--- config.mk ---
export PLATFORM = sky130hd
export DESIGN_NAME = io_input_port
export DESIGN_NICKNAME = d
export VERILOG_FILES = /design/src/rtl/io_pkg.sv /design/src/rtl/io_debounce.sv /design/src/rtl/io_input_port.sv
export SDC_FILE = /design/constraint.sdc
export NUM_CORES = 1
export LEC_CHECK = 0
export CORE_MARGIN = 2
export CORE_UTILIZATION = 25
export CTS_CLUSTER_SIZE = 40
export DETAILED_ROUTE_END_ITERATION = 10
export PLACE_DENSITY = 0.46
export SLEW_MARGIN = 15
export SYNTH_ARGS = -nofsm -noshare
export SYNTH_HDL_FRONTEND = slang
export SYNTH_HIERARCHICAL = 1
export SYNTH_SLANG_ARGS = --single-unit
--- constraint.sdc ---
create_clock -name clock -period 2.05 [get_ports clock]
set_input_delay 0.3075 -clock clock [delete_from_list [all_inputs] [get_ports clock]]
set_output_delay 0.3075 -clock clock [all_outputs]
set_load 0.05 [all_outputs]
--- src/rtl/io_pkg.sv ---
// Shared constants for the memory-mapped input port: word addresses, bus width
// and per-port switch widths.
package io_pkg;

    localparam int IO_DATA_W = 32;
    localparam int IO_W0     = 4;
    localparam int IO_W1     = 4;
    localparam int IO_W2     = 1;

    typedef enum logic [1:0] {
        IO_ADDR_PORT0  = 2'd0,
        IO_ADDR_PORT1  = 2'd1,
        IO_ADDR_PORT2  = 2'd2,
        IO_ADDR_STATUS = 2'd3
    } io_addr_e;

    function automatic logic [IO_DATA_W-1:0] zext4(input logic [3:0] v);
        return {{(IO_DATA_W-4){1'b0}}, v};
    endfunction

endpackage

--- src/rtl/io_debounce.sv ---
// Two-flop synchroniser plus debounce for one W-bit input group.
// With IO_INPUT_DB_BYPASS_EN defined the counter is dropped and any synced change is taken next edge.
module io_debounce #(
    parameter int W         = 4,
    parameter int DB_CYCLES = 16,
    parameter int CNT_W     = 5
) (
    input  logic         clock,
    input  logic         reset,
    input  logic [W-1:0] raw,
    output logic [W-1:0] stable,
    output logic         upd
);

    logic [W-1:0] sync1_reg;
    logic [W-1:0] sync2_reg;
    logic [W-1:0] stable_reg;
    logic         differ;

    always_ff @(posedge clock) begin
        if (reset) begin
            sync1_reg <= '0;
            sync2_reg <= '0;
        end else begin
            sync1_reg <= raw;
            sync2_reg <= sync1_reg;
        end
    end

    assign differ = (sync2_reg != stable_reg);

`ifdef IO_INPUT_DB_BYPASS_EN
    assign upd = differ;
`else
    logic [CNT_W-1:0] cnt_reg;

    // Counter runs only while synced disagrees with stable, so it tops out at DB_CYCLES-1.
    assign upd = differ && (cnt_reg == CNT_W'(DB_CYCLES - 1));

    always_ff @(posedge clock) begin
        if (reset) begin
            cnt_reg <= '0;
        end else if (!differ || upd) begin
            cnt_reg <= '0;
        end else begin
            cnt_reg <= cnt_reg + 1'b1;
        end
    end
`endif

    always_ff @(posedge clock) begin
        if (reset) begin
            stable_reg <= '0;
        end else if (upd) begin
            stable_reg <= sync2_reg;
        end
    end

    assign stable = stable_reg;

endmodule

--- src/rtl/io_input_port.sv ---
// Memory-mapped switch/key input port: three debounced groups, sticky change flags
// with clear-on-read, IRQ, and a one-cycle registered read path. Optional macro: IO_INPUT_DB_BYPASS_EN.
module io_input_port
    import io_pkg::*;
#(
    parameter int DB_CYCLES = 16,
    parameter int CNT_W     = 5
) (
    input  logic                 clock,
    input  logic                 reset,
    input  logic [IO_W0-1:0]     sw0,
    input  logic [IO_W1-1:0]     sw1,
    input  logic [IO_W2-1:0]     sw2,
    input  logic                 io_rd,
    input  logic [1:0]           io_addr,
    output logic [IO_DATA_W-1:0] io_rdata,
    output logic                 io_irq
);

    logic [IO_W0-1:0]     stable0;
    logic [IO_W1-1:0]     stable1;
    logic [IO_W2-1:0]     stable2;
    logic [2:0]           upd;
    logic [2:0]           clr;
    logic [2:0]           chg_reg;
    logic [2:0]           chg_next;
    logic [IO_DATA_W-1:0] rdata_reg;
    logic [IO_DATA_W-1:0] rdata_next;

    io_debounce #(.W(IO_W0), .DB_CYCLES(DB_CYCLES), .CNT_W(CNT_W)) u_db0 (
        .clock(clock), .reset(reset), .raw(sw0), .stable(stable0), .upd(upd[0])
    );
    io_debounce #(.W(IO_W1), .DB_CYCLES(DB_CYCLES), .CNT_W(CNT_W)) u_db1 (
        .clock(clock), .reset(reset), .raw(sw1), .stable(stable1), .upd(upd[1])
    );
    io_debounce #(.W(IO_W2), .DB_CYCLES(DB_CYCLES), .CNT_W(CNT_W)) u_db2 (
        .clock(clock), .reset(reset), .raw(sw2), .stable(stable2), .upd(upd[2])
    );

    // Reading a data port clears its flag; a simultaneous debounce update keeps it set.
    generate
        for (genvar gi = 0; gi < 3; gi++) begin : g_clr
            assign clr[gi] = io_rd && (io_addr == 2'(gi));
        end
    endgenerate

    assign chg_next = (chg_reg & ~clr) | upd;

    always_comb begin
        rdata_next = '0;
        case (io_addr)
            IO_ADDR_PORT0:  rdata_next = zext4(stable0);
            IO_ADDR_PORT1:  rdata_next = zext4(stable1);
            IO_ADDR_PORT2:  rdata_next = {{(IO_DATA_W-IO_W2){1'b0}}, stable2};
            IO_ADDR_STATUS: rdata_next = {{(IO_DATA_W-3){1'b0}}, chg_reg};
            default:        rdata_next = '0;
        endcase
    end

    always_ff @(posedge clock) begin
        if (reset) begin
            rdata_reg <= '0;
            chg_reg   <= '0;
        end else begin
            if (io_rd) begin
                rdata_reg <= rdata_next;
            end
            chg_reg <= chg_next;
        end
    end

    assign io_rdata = rdata_reg;
    assign io_irq   = |chg_reg;

endmodule

==> run summary <==
DRC violation total after the first TritonRoute iteration: 22. In the finished design, the share of the clock period the worst path needs comes to 97.3%. The number of hold violations in the final report was 0; the area of all sequential standard cells was 981 µm².

Dividing the detail-routed wire length by the instance count gives 10.0 µm. The wire length on met1 was 1.69 mm; the number of clock buffers inserted by TritonCTS was 5. The clock passes through at most 2 buffers.

The tools report the area of all placed cells without fillers as 2410 µm². In this run the biggest area consumer among cell types represents 47.0% of the synthesized area. Counting distinct cell types in the post-synthesis netlist gives 30. The overall power was 1.91 mW.

During placement, the flow inserted port buffers numbering 18. Global routing consumed, over all layers together, 7.95% of the routing resources. Via density per instance: 3.91. The met3 layer wire length in the routed design is 175 µm, and the number of inserted diodes is 0.

The depth of the CTS H-tree was 2. The total count of max-transition violations in the final report was 0. For this design the top-level I/O count stands at 47. The arrival time at the worst endpoint was 1690 ps; the total number of nets in the final design was 241. The number of nets still failing antenna checks after routing came out at 0. The tools report the source of the worst hold timing path as u_db1/sync1_reg[3]. The tools report the maximum number of pins on one net before global-route repair as 28.

The highest fanout seen on the critical path was 3; the minimum setup slack among reg-to-reg paths was 480 ps. Setup repair after global routing left no endpoint under its margin. Summing all multi-input logic gate instances after layout gives 947 µm².

In this run the critical register-to-register path is captured at chg_reg[0]. Before antenna repair, the detailed router went through 4 iterations. For this block, the via count after detailed routing is 1278. The clock input transition at the sequential cells of the worst setup and hold paths is 80 ps, and the overall die width is 95.3 µm. Number of cells traversed by the worst hold path: 1. The congestion estimate from routability-driven global placement came to 0.695. For this run, design rule violations remaining after detail routing come to 0. Relative to the synthesized area, the layout overhead comes to 15.7%.

The initial antenna violation count was 0. The synthesized design spends more area on one cell type than any other, namely sky130_fd_sc_hd__dfxtp_1. For this block, the routed nets add up to 3.28 mm of wire. The die covers 9090 µm². For this design the ratio of total power to cell area is 793 nW/µm².

The transition time at the pin with the least slew margin was 529 ps; the cell leakage power was 0.983 nW. TritonCTS built the clock tree. Counting I/O delays and the setup requirement, the final critical path takes 1990 ps.

Buffers added to address setup during post-CTS repair amount to 0. The clock arrives with 2.56 ps of skew. The worst pin sits at a relative slew slack of 64.6%. The initial core utilization came out at 25.6%. The worst hold path belongs to the class reg2reg. The number of fill cells in the layout was 846.

In this run the vertical extent of the chip is 95.3 µm. The tools report the synthesis warning total as 6. The flow ran to the end, and the final reports show no timing, DRC or antenna violations. Post-detailed-placement half-perimeter wirelength: 2.38 mm.

Data on the critical path is required at its endpoint by 1740 ps. After clock tree synthesis, the flow added hold-fix buffers numbering 0. The count of cells resized by post-cts repair is 0. The tools report the root buffer cell as sky130_fd_sc_hd__clkbuf_8.

Highest signal layer in the routed design: met4. The clock reaches the later pin of the worst-skew pair after 290 ps. The maximum vdd drop was 0.000266 V. The kind of capture point of the worst setup path is a primary output. The floorplan has 33 rows. The final sum of negative setup slack is 0 ps. In this run the standard cell core region covers 8130 µm². After synthesis, the cell types taking the most area are sky130_fd_sc_hd__dfxtp_1, sky130_fd_sc_hd__buf_4, sky130_fd_sc_hd__nor2b_1, sky130_fd_sc_hd__mux2i_1, sky130_fd_sc_hd__xor2_1. The worst register-to-register path begins at u_db0/cnt_reg[0]. The class of the most critical setup path was reg2out.

Global routing finished with a remaining overflow of 0. Layout cell share with drive strength beyond 1: 9.01%. For the maximum operating frequency, the log shows 0.501 GHz. The sort of element at the start of the critical path is a register. The gate count after technology mapping is 200, and the routed wire length on met2 is 1.35 mm. The end of the worst hold path is u_db1/sync2_reg[3]. The via count of the first global-routing pass came out at 1170. Setup violations remaining at the end of the flow were counted as 0. The netlist area before placement was 2090 µm². The post-placement cell area was 2290 µm²; the part of the Yosys area used for sequential elements was 47.0%. The clock drives 49 sinks. Depth of the most critical reg-to-reg path: 6.

The post-synthesis sequential element count was 49; the total of max-cap violations was 0. Each instance of the synthesized netlist takes up on average 10.4 µm². The tools report the wire length of the first global-routing pass as 5.42 mm.
-- logic make-up (layout without fill, tap and decap cells) --
group           Yosys count  in the layout  synth area share, %
xor+xnor                 15             15                 6.30
other cells               1             28                0.180
mux                      14             14                 7.38
fa+ha+maj                 6              6                 3.60
buf+inv                  38             33                 12.4
flops                    49             49                 47.0
simple gates             71             71                 21.2
compound gates            6              6                 1.92
-- placed cells by master, fill, tap and decap left out, types with 2 or more instances in the layout --
cell	netlist	routed
sky130_fd_sc_hd__nor3_1	2	2
sky130_fd_sc_hd__o211a_1	2	2
sky130_fd_sc_hd__conb_1	1	28
sky130_fd_sc_hd__clkdlybuf4s50_1	0	18
sky130_fd_sc_hd__nor4_1	8	8
sky130_fd_sc_hd__inv_1	3	3
sky130_fd_sc_hd__clkbuf_8	0	6
sky130_fd_sc_hd__a21oi_1	4	4
sky130_fd_sc_hd__nor4b_2	2	2
sky130_fd_sc_hd__nor2_1	20	20
sky130_fd_sc_hd__nor2b_1	20	20
sky130_fd_sc_hd__nand3b_1	3	3
sky130_fd_sc_hd__mux2i_1	12	12
sky130_fd_sc_hd__and3_1	3	3
sky130_fd_sc_hd__buf_4	28	3
sky130_fd_sc_hd__xor2_1	12	12
sky130_fd_sc_hd__xnor2_1	3	3
sky130_fd_sc_hd__nor4_4	2	2
sky130_fd_sc_hd__dfxtp_1	49	49
sky130_fd_sc_hd__nand3_1	5	5
sky130_fd_sc_hd__ha_1	6	6
-- through the flow --
step / hold WS (ps) / util [%] / cells / setup slack (ps)
2_1_floorplan: 377 / - / 227 / 626
3_3_place_gp: 423 / 28.2 / 319 / 375
3_5_place_dp: 427 / 28.2 / 319 / 367
4_1_cts: 449 / 29.7 / 327 / 30.3
5_1_grt: 460 / 29.7 / 327 / 6.27
6_report: 443 / 29.7 / 327 / 55.3
-- critical path, stage by stage, from the launching register on --
cell and delay [ps]:
sky130_fd_sc_hd__dfxtp_1 330, sky130_fd_sc_hd__or3_1 360, sky130_fd_sc_hd__clkdlybuf4s50_1 700
-- power by group --
| group | switching [mW] | internal [mW] | total [mW] |
|---|---|---|---|
| clock | 0.302 | 0.396 | 0.698 |
| sequential | 0.0116 | 0.975 | 0.986 |
| combinational | 0.167 | 0.0617 | 0.229 |
-- routing by layer --
metal / up-vias / track usage [%]
li1: 652 / -
met1: 587 / 10.7
met2: 33 / 11.2
met3: 6 / 3.08
met4: 0 / 3.62
met5: - / 0
-- worst max-delay path by stage --
stage / startpoint / endpoint / slack [ps]
floorplan: u_db0/cnt_reg[0] / chg_reg[0] / 630
global placement: chg_reg[2] / io_irq / 370
detailed placement: chg_reg[2] / io_irq / 370
CTS: chg_reg[2] / io_irq / 30
global route: chg_reg[2] / io_irq / 6
finish: chg_reg[2] / io_irq / 60
-- layout make-up --
type | count | area share, %
inverter | 3 | 0.467
sequential | 49 | 40.6
multi-input combinational | 140 | 39.2
timing repair buffer | 22 | 9.23
tap | 105 | 5.44
clock inverter | 2 | 1.56
clock buffer | 6 | 3.42
-- cells in the mapped netlist --
| master | count |
|---|---|
| sky130_fd_sc_hd__dfxtp_1 | 49 |
| sky130_fd_sc_hd__buf_4 | 28 |
| sky130_fd_sc_hd__nor2_1 | 20 |
| sky130_fd_sc_hd__nor2b_1 | 20 |
| sky130_fd_sc_hd__mux2i_1 | 12 |
| sky130_fd_sc_hd__xor2_1 | 12 |
| sky130_fd_sc_hd__nor4_1 | 8 |
| sky130_fd_sc_hd__ha_1 | 6 |
| sky130_fd_sc_hd__nand3_1 | 5 |
| sky130_fd_sc_hd__a21oi_1 | 4 |
| sky130_fd_sc_hd__and3_1 | 3 |
| sky130_fd_sc_hd__buf_2 | 3 |
| sky130_fd_sc_hd__clkbuf_1 | 3 |
| sky130_fd_sc_hd__inv_1 | 3 |
| sky130_fd_sc_hd__nand3b_1 | 3 |
| sky130_fd_sc_hd__xnor2_1 | 3 |
| sky130_fd_sc_hd__nor3_1 | 2 |
| sky130_fd_sc_hd__nor4_4 | 2 |
| sky130_fd_sc_hd__nor4b_2 | 2 |
| sky130_fd_sc_hd__o211a_1 | 2 |
| sky130_fd_sc_hd__and2_2 | 1 |
| sky130_fd_sc_hd__and3_2 | 1 |
| sky130_fd_sc_hd__buf_6 | 1 |
| sky130_fd_sc_hd__conb_1 | 1 |
| sky130_fd_sc_hd__mux2_1 | 1 |
| sky130_fd_sc_hd__mux4_2 | 1 |
| sky130_fd_sc_hd__nand2_2 | 1 |
| sky130_fd_sc_hd__nand2b_1 | 1 |
| sky130_fd_sc_hd__or3_1 | 1 |
| sky130_fd_sc_hd__or3b_1 | 1 |
Note: power is estimated with default switching activity, not from simulation.
